[src/rtl/pipe_pkg.sv]
// pipe_pkg -- shared definitions for the pipeline-register stages.
//   stage_state_e : occupancy state of a pipe_stage_skid instance
//   RV_NOP        : RISC-V canonical NOP (addi x0,x0,0), handy as BUBBLE
//                   for stages whose payload starts with an instruction word
package pipe_pkg;

    typedef enum logic [1:0] {
        EMPTY = 2'd0,   // nothing held
        ONE   = 2'd1,   // main register live
        FULL  = 2'd2    // main and skid registers live
    } stage_state_e;

    localparam logic [31:0] RV_NOP = 32'h0000_0013;

endpackage

[src/rtl/pipe_stage_skid.sv]
// pipe_stage_skid -- valid/ready pipeline register with a one-entry skid
// buffer. in_ready is a pure function of the registered state, so there is
// no combinational path from out_ready (or flush) to in_ready, yet the stage
// still streams one entry per cycle while the consumer is ready.
//
// Ports
//   clk        in   clock, all state changes on the rising edge
//   reset      in   asynchronous active-high reset
//   flush      in   synchronous discard of everything held (beats transfers)
//   in_valid   in   upstream offers in_data
//   in_data    in   [WIDTH] upstream payload
//   in_ready   out  stage can take in_data this cycle
//   out_valid  out  out_data is a live entry
//   out_data   out  [WIDTH] head entry, BUBBLE when empty
//   out_ready  in   downstream consumes out_data this cycle
//   occupancy  out  [2] held entries, 0..2
module pipe_stage_skid
    import pipe_pkg::*;
#(
    parameter int                WIDTH  = 96,
    parameter logic [WIDTH-1:0]  BUBBLE = {WIDTH{1'b0}}
) (
    input  logic             clk,
    input  logic             reset,
    input  logic             flush,
    input  logic             in_valid,
    input  logic [WIDTH-1:0] in_data,
    output logic             in_ready,
    output logic             out_valid,
    output logic [WIDTH-1:0] out_data,
    input  logic             out_ready,
    output logic [1:0]       occupancy
);

    stage_state_e     state_q, state_d;
    logic [WIDTH-1:0] main_q, main_d;
    logic [WIDTH-1:0] skid_q, skid_d;
    logic             in_xfer, out_xfer;

    // Output decode depends on the registered state only.
    always_comb begin
        in_ready  = 1'b1;
        out_valid = 1'b0;
        occupancy = 2'd0;
        unique case (state_q)
            ONE:  begin out_valid = 1'b1; occupancy = 2'd1; end
            FULL: begin out_valid = 1'b1; occupancy = 2'd2; in_ready = 1'b0; end
            default: ;
        endcase
    end

    assign out_data = out_valid ? main_q : BUBBLE;
    assign in_xfer  = in_valid  & in_ready;
    assign out_xfer = out_valid & out_ready;

    always_comb begin
        state_d = state_q;
        main_d  = main_q;
        skid_d  = skid_q;
        if (flush) begin
            state_d = EMPTY;
            main_d  = BUBBLE;
            skid_d  = BUBBLE;
        end else begin
            unique case (state_q)
                EMPTY: begin
                    if (in_xfer) begin
                        state_d = ONE;
                        main_d  = in_data;
                    end
                end
                ONE: begin
                    if (in_xfer && out_xfer) begin
                        main_d = in_data;          // pass-through, stay ONE
                    end else if (in_xfer) begin
                        state_d = FULL;            // consumer stalled: park in skid
                        skid_d  = in_data;
                    end else if (out_xfer) begin
                        state_d = EMPTY;
                    end
                end
                FULL: begin
                    // in_ready is low here, so only a drain can happen
                    if (out_xfer) begin
                        state_d = ONE;
                        main_d  = skid_q;
                    end
                end
                default: state_d = EMPTY;          // unreachable encoding recovers
            endcase
        end
    end

    always_ff @(posedge clk or posedge reset) begin
        if (reset) begin
            state_q <= EMPTY;
            main_q  <= BUBBLE;
            skid_q  <= BUBBLE;
        end else begin
            state_q <= state_d;
            main_q  <= main_d;
            skid_q  <= skid_d;
        end
    end

endmodule

[config.mk]
export PLATFORM = sky130hd
export DESIGN_NAME = pipe_stage_skid
export DESIGN_NICKNAME = d
export VERILOG_FILES = /design/src/rtl/pipe_pkg.sv /design/src/rtl/pipe_stage_skid.sv
export SDC_FILE = /design/constraint.sdc
export NUM_CORES = 1
export LEC_CHECK = 0
export CAP_MARGIN = 10
export CORE_UTILIZATION = 40
export CTS_BUF_LIST = sky130_fd_sc_hd__clkbuf_8 sky130_fd_sc_hd__clkbuf_16
export DETAILED_ROUTE_END_ITERATION = 10
export GPL_ROUTABILITY_DRIVEN = 0
export PLACE_DENSITY_LB_ADDON = 0.15
export SYNTH_ARGS = -nofsm -noshare
export SYNTH_HDL_FRONTEND = slang
export SYNTH_SLANG_ARGS = --single-unit
export TNS_END_PERCENT = 20
[constraint.sdc]
create_clock -name clk -period 10.3 [get_ports clk]
set_input_delay 3.09 -clock clk [delete_from_list [all_inputs] [get_ports clk]]
set_output_delay 3.09 -clock clk [all_outputs]
set_load 0.03 [all_outputs]
Word level (Yosys, flattened, before mapping)
Cells that the tools add are included.
{ "word_totals": {"reg_bits": 194, "inputBits": 101, "output_inout_bits": 100} }
{ "op_classes": {"n_reduce_logical": 9, "bitwise": 2, "muxes": 19, "eq_ne": 8} }
{ "op_table": {"columns": ["operator", "n"], "rows": [
  ["96-bit two-way mux", 8],
  ["96-bit case mux with 3 select lines", 1],
  ["2-bit two-way mux", 6],
  ["3-bit != test (second input constant)", 4],
  ["4-bit AND reduction", 2],
  ["2-bit case mux with 3 select lines", 1],
  ["4-bit != test (second input constant)", 1],
  ["2-bit case mux with 2 select lines", 1],
  ["2-bit nonzero test", 2],
  ["4-bit nonzero test", 1],
  ["3-bit AND reduction", 1],
  ["1-bit bitwise AND", 2],
  ["2-bit by 1-bit equality test with 1-bit output (second input constant)", 1],
  ["2-bit equality test (second input constant)", 1],
  ["2-bit logical NOT", 1],
  ["1-bit two-way mux", 2],
  ["2-bit != test (second input constant)", 1],
  ["2-bit OR reduction", 1],
  ["1-bit logical AND", 1]
]} }

Logic depth before layout (Yosys ltp)
{ "logic_depth": {"ltp_word": 9, "ltp_mapped": 10, "mapped_depth_nobuf": 6} }

Worst setup path before layout
Ideal clock, no wire load.
{ "synth_path": {"kind": "flip-flop to output port", "from": "register state_q[0]", "to": "output port out_data[95]", "arrival_ps": 1904, "slack_ps": 5306, "stages_incl_launch_ff": 7, "required_ps": 7210, "path_buffers": 3, "path_cell_list": "dfrtp_1 inv_1 ha_1 buf_2 buf_1 clkbuf_1 and2_1"} }
{ "synth_via": {"elab_chain_len": 4, "elab_cells_between_ends": 5, "classes_between": "eq/ne: 2; mux: 2; reduce/logical: 1"} }
{ "synth_lines": {"columns": ["element", "line_no", "text"], "rows": [
  ["start, declared", "pipe_stage_skid.sv:35", "stage_state_e state_q, state_d;"],
  ["start signal, assigned", "pipe_stage_skid.sv:100", "state_q <= state_d;"],
  ["2-bit equality test / 2-bit by 1-bit equality test with 1-bit output (equally long branches)", "pipe_stage_skid.sv:45", "unique case (state_q)"],
  ["2-bit OR reduction (no line) (*)", null, null],
  ["1-bit two-way mux (*)", "pipe_stage_skid.sv:45", null],
  ["via out_valid", "pipe_stage_skid.sv:29", "output logic out_valid,"],
  ["96-bit two-way mux (*)", "pipe_stage_skid.sv:52", "assign out_data = out_valid ? main_q : BUBBLE;"],
  ["end, declared", "pipe_stage_skid.sv:30", "output logic [WIDTH-1:0] out_data,"]
]} }
The timed path passes the listed nets; every way through them passes the cells marked *.

Worst setup path after layout
{ "layout_path": {"from": "register state_q[1]", "to": "output port out_data[32]"} }
{ "layout_via": {"elab_chain_len": 4, "elab_cells_between_ends": 5, "classes_between": "eq/ne: 2; mux: 2; reduce/logical: 1"} }
{ "layout_lines": {"columns": ["element", "line_no"], "rows": [
  ["2-bit equality test / 2-bit by 1-bit equality test with 1-bit output (equally long branches)", "pipe_stage_skid.sv:45"],
  ["2-bit OR reduction (no line) (*)", null],
  ["1-bit two-way mux (*)", "pipe_stage_skid.sv:45"],
  ["96-bit two-way mux (*)", "pipe_stage_skid.sv:52"]
]} }
Mark *: on every way between the ends. The rest lies on a longest branch, timed or not.

==> impl_metrics.tcl <==
set metrics [dict create \
    cp-end-kind "output port" \
    yosysSeqAreaShare_pct 51.8 \
    postCtsResizedCells 0 \
    rows 55 \
    clock_latency_ns 0.44 \
    path_max_fanout 78 \
    cts_buffer_depth 2 \
    ios 201 \
    grt_max_degree 121 \
    hold_start "main_q[29]$_DFFE_PP0P_" \
    cts_hold_buf 0 \
    max_slew_margin_pct 34.4 \
    period_share_pct 61.0 \
    synth-seq-cells 194 \
    min_path_type "flip-flop to flip-flop" \
    slew_violations 0 \
    syn_area_per_cell_um2 12.3 \
    outcome "finished, final reports clean" \
    nets 1034 \
    numCtsBuffers 17 \
    clock.fmax_mhz 159 \
    grt_pass1_wl_um 37400 \
    drt-total-wl_um 23100 \
    post_cts_buffers 0 \
    coreArea_um2 22800 \
    num_vias 6518 \
    cpMaxStageDelayCell "clkdlybuf4s50_1" \
    dr.pass1.iters 4 \
    finalHoldViolCount 0 \
    detail_route.wl_per_cell_um 18.4 \
    start_util_pct 41.0 \
    syn_nets 871 \
    dr.first_iter.drc_count 346 \
    fin_setup_tns_ns 0 \
    place.port_buffers 200 \
    n_fill_cell 2020 \
    ff2ff_path_depth 7 \
    numClockSinks 194 \
    p_per_area_nw_per_um2 261 \
    mappedNetlistArea_um2 9380 \
    whs_path_depth 1 \
    drc 0 \
    power.leakage_nw 5.38 \
    p_total_mw 3.17 \
    pre_cts_ws_ns 4.08 \
    layout_common_cells "199 x clkdlybuf4s50_1, 194 x dfrtp_1, 97 x a22o_1, 97 x nor2_1" \
    setup_viol 0 \
    hpwl_um 13500 \
    drive_gt1_share_pct 15.5 \
    fin_crit_ns 6.29 \
    syn2layout_area_growth_pct 29.7 \
    grt_pass1_vias 6686 \
    routed_via_density 5.20 \
    crit_buf_inv 3 \
    cts-root-buf "clkbuf_16" \
    final_common_cell "clkdlybuf4s50_1" \
    reg2reg_to "main_q[77]$_DFFE_PP0P_" \
    arrival_ns 3.20 \
    htree_num_levels 4 \
    crit_path_start_kind "flip-flop" \
    worst_slew_pin_slew_ns 0.984 \
    dieHeight_um 155 \
    syn-instance-count 765 \
    rsz0062_at_grt "no" \
    min_to "main_q[29]$_DFFE_PP0P_" \
    grt-ovfl-total 0 \
    path_delay_family "buffers and inverters" \
    drv_cap 0 \
    reg2reg_setup_slack_ns 6.58 \
    grt.total_usage_pct 19.9 \
    cp_slowest_stage_delay_ns 0.69 \
    dieArea_um2 24100 \
    finClkSkew_ns 0.00979 \
    synth.distinct_cells 26 \
    antenna_cells 0 \
    antenna_found_initial 1 \
    cp.required_ns 7.21 \
    r2r-start "state_q[1]$_DFFE_PP0P_" \
    clk_pin_slew_ns 0.07 \
    ys_warn_count 0 \
    die_w_um 155 \
    setup_ws_ns 4.01 \
    peakVddDrop_mv 0.157 \
    cts_tree "yes" \
    drt.antenna.violating_nets 0 \
    finalHoldWorstSlack_ns 0.498 \
    crit_chain "inv_1 > ha_2 > buf_4 > and2_1 > clkdlybuf4s50_1" \
    critPathKind "flip-flop to output port" \
]
stage by stage:
stage / util [%] / std cells / instance area [µm²]
6_report: 53.2 / 1254 / 12200
5_1_grt: 53.2 / 1254 / 12200
4_1_cts: 53.2 / 1254 / 12200
3_3_place_gp: 50.6 / 1222 / 11600
3_5_place_dp: 50.6 / 1222 / 11600
2_1_floorplan: - / 765 / 9380
synthesized netlist by cell type:
master	number	area, µm²
xnor2_1	1	8.76
buf_1	1	3.75
nand2_1	1	3.75
nor2b_1	1	6.26
a31oi_1	1	6.26
and2_1	96	601
a2bb2oi_2	1	15.0
mux2i_1	96	961
o31ai_1	1	7.51
mux2_4	40	601
and4b_1	1	10.0
a311o_1	1	10.0
a22o_1	97	850
o311a_1	1	10.0
mux2_2	56	631
buf_2	26	130
dfrtp_1	194	4850
inv_1	6	22.5
nor2b_2	1	8.76
nor2_1	97	364
buf_6	6	67.6
clkbuf_1	32	120
a21o_1	1	7.51
nand2b_1	1	6.26
ha_1	5	62.6
o211a_1	1	10.0
metal layers:
metal | global-route usage [%] | wire, µm
met5 | 0 | 8
met4 | 4.76 | 220
met3 | 4.62 | 1150
met2 | 29.9 | 10300
met1 | 29.1 | 11400
kinds of logic (layout without fill, tap and decap cells):
logic type	count (synthesis)	after routing	synth area share, %
buf+inv	71	247	3.67
fa+ha+maj	5	5	0.667
xor+xnor	1	1	0.0934
compound gates	104	104	9.77
simple gates	198	198	10.7
mux	192	192	23.4
flops	194	194	51.8
cell type report:
class	instances	area, µm²	area share [%]
timing repair buffer	209	2070	17.0
inverter	6	30.0	0.247
sequential	194	4850	39.9
multi-input combinational	500	4220	34.7
tap	313	392	3.22
clock buffer	19	453	3.72
clock inverter	13	140	1.15
report_power, final:
part           total (mW)  leakage [nW]  internal, mW  switching, mW
logic                1.39          2.50         0.659          0.729
registers            1.11          2.59         0.990          0.123
clock network       0.673         0.292         0.356          0.317
total                3.17          5.38          2.01           1.17
worst max-delay path by stage:
stage / startpoint / depth (start not counted) / slack [ns] / endpoint
after detailed placement: in_valid / 6 / 4.08 / main_q[77]$_DFFE_PP0P_
after global routing: state_q[1]$_DFFE_PP0P_ / 5 / 3.79 / out_data[46]
after global placement: in_valid / 6 / 4.12 / main_q[79]$_DFFE_PP0P_
final: state_q[1]$_DFFE_PP0P_ / 5 / 4.01 / out_data[32]
after CTS: state_q[1]$_DFFE_PP0P_ / 5 / 3.97 / out_data[32]
after floorplan: reset / 1 / 1.93 / main_q[0]$_DFFE_PP0P_
sequential cells by signal, summed over array words and instances (netlist names):
name     count
main_q      96
skid_q      96
state_q      2
worst register-to-register path, cell delays in order (launching register included):
cell and delay, ns:
dfrtp_1 0.45, inv_1 0.11, ha_2 0.57, nand2_1 0.24, a2bb2oi_2 0.23, o311a_4 0.68
buf_4 0.88, mux2_2 0.45
(Power assumes the default switching activity.)
==> variant, RTL diff (same flow settings) <==
Set the parameter `WIDTH` to 100 (it was 96).
--- a/src/rtl/pipe_stage_skid.sv
+++ b/src/rtl/pipe_stage_skid.sv
@@ -17,7 +17,7 @@
 module pipe_stage_skid
     import pipe_pkg::*;
 #(
-    parameter int                WIDTH  = 96,
+    parameter int                WIDTH  = 100,
     parameter logic [WIDTH-1:0]  BUBBLE = {WIDTH{1'b0}}
 ) (
     input  logic             clk,
Interface: changed (resized in_data and out_data); port bits go from 201 to 209. The function was not compared with the original's and may differ.
==> variant against the unedited design <==
Utilization decreased by 0.094 points. Clock power grew 24%. Critical path depth unchanged. Worst setup slack got worse by 0.17 ns. Final cell count rose by 4.8%. Power is 12% higher. Register-to-register slack lost 0.37 ns. Design area is 7.2% higher. Count of clock-buffer cells in the layout is 11 higher. Sequential cell count is 8 higher. Combinational power rose by 12%. Sequential share of layout area shrank 1.1 points. Largest cell class unchanged. Synthesized area grew 7.7%. Routed wire length increased by 7.4%. Largest power group unchanged. Critical path type unchanged.
==> variant: results (changes against the unedited design) <==
metric;value;unit;change
swShare;0.353;;was 0.368
synth_fa_ha_area_frac;0.00620;;was 0.00667
synthesis.nets;905;;was 871
place_hpwl;14300;um;was 13,500 um
avgSynthCellArea;12.7;um^2;was 12.3 um^2
peakVddDrop;0.169;mV;was 0.157 mV
p_sw;1250;uW;was 1170 uW
critPathArrivalTime;3.36;ns;was 3.20 ns
seqPwrFrac;0.328;;was 0.351
reg_top3;main_q (100), skid_q (100), state_q (2);;was main_q (96), skid_q (96), state_q (2)
crit_slowest_cell;ha_2;;was clkdlybuf4s50_1
grt_pass1_wl;39700;um;was 37,400 um
grt_antenna_before_repair;2;;was 1
drt-initial-drc-count;365;;was 346
htreeDepth;1;;was 4
cts_buffer_depth;3;;was 2
status;finished, final reports clean;;unchanged
io_buffers;208;;was 200
tightestPinTransition;1.11;ns;was 0.984 ns
nFillCells;2175;;was 2,020
synth_common_cells;dfrtp_1 (202), a22o_1 (101), nor2_1 (101);;was dfrtp_1 (194), a22o_1 (97), nor2_1 (97)
drive_gt1_frac;0.157;;was 0.155
grt_pass1_vias;7051;;was 6,686
synthXorXnorAreaFrac;0.000868;;was 0.000934
drt-pass1-iter-count;5;;was 4
cts_buffers;24;;was 17
p_leak;0.00591;uW;was 0.00538 uW
muxShareOfSynthArea;0.248;;was 0.234
finClkSkew;0.0137;ns;was 0.00979 ns
drt_wl_total;24800;um;was 23,100 um
variant: cell count changes in the layout (fill, tap and decap cells not counted), moves of 8 or more:
cell	change
clkdlybuf4s50_1	+8
dfrtp_1	+8
mux2_2	-56
mux2_4	+60
clkbuf_16	+8
variant: path summary, 6_finish.rpt:
check / startpoint / end / slack, ns / cells past startpoint
max: state_q[0] / out_data[9] / 3.85 / 5
min: main_q[45] / main_q[45] / 0.50 / 1
max reg2reg: state_q[0] / main_q[33] / 6.21 / 7
min reg2reg: main_q[45] / main_q[45] / 0.50 / 1
max in group asynchronous: reset / skid_q[55] / 5.71 / 3
min in group asynchronous: reset / skid_q[51] / 3.23 / 2
variant: area by class of cell:
class                           count  share of cell area
Inverter                            6             0.00230
Sequential cell                   202               0.388
Timing Repair Buffer              216               0.164
Clock buffer                       30              0.0533
Tap cell                          324              0.0311
Antenna cell                        3            0.000576
Clock inverter                     13             0.00720
Multi-Input combinational cell    520               0.354
variant: cell families (layout without fill, tap and decap cells):
| kind of cell | count (synthesis) | in the layout |
|---|---|---|
| AOI/OAI and AO/OA | 108 | 108 |
| xor gates and xnor gates | 1 | 1 |
| adders and majority gates | 5 | 5 |
| buffers and inverters | 73 | 265 |
| DFF | 202 | 202 |
| muxes | 200 | 200 |
| other | 0 | 3 |
| and+or+nand+nor | 206 | 206 |
variant: metal layers:
metal / up-vias / wire length, um / GRT usage
li1: 3142 / - / -
met1: 3430 / 12100 / 0.280
met2: 182 / 11000 / 0.297
met3: 24 / 1420 / 0.0374
met4: 2 / 279 / 0.0386
met5: - / 13 / 0
variant: through the flow:
stage | utilization | area (um^2)
3_3_place_gp | 0.499 | 12200
4_1_cts | 0.531 | 13000
5_1_grt | 0.531 | 13000
6_report | 0.531 | 13000
2_1_floorplan | - | 10100
3_5_place_dp | 0.499 | 12200
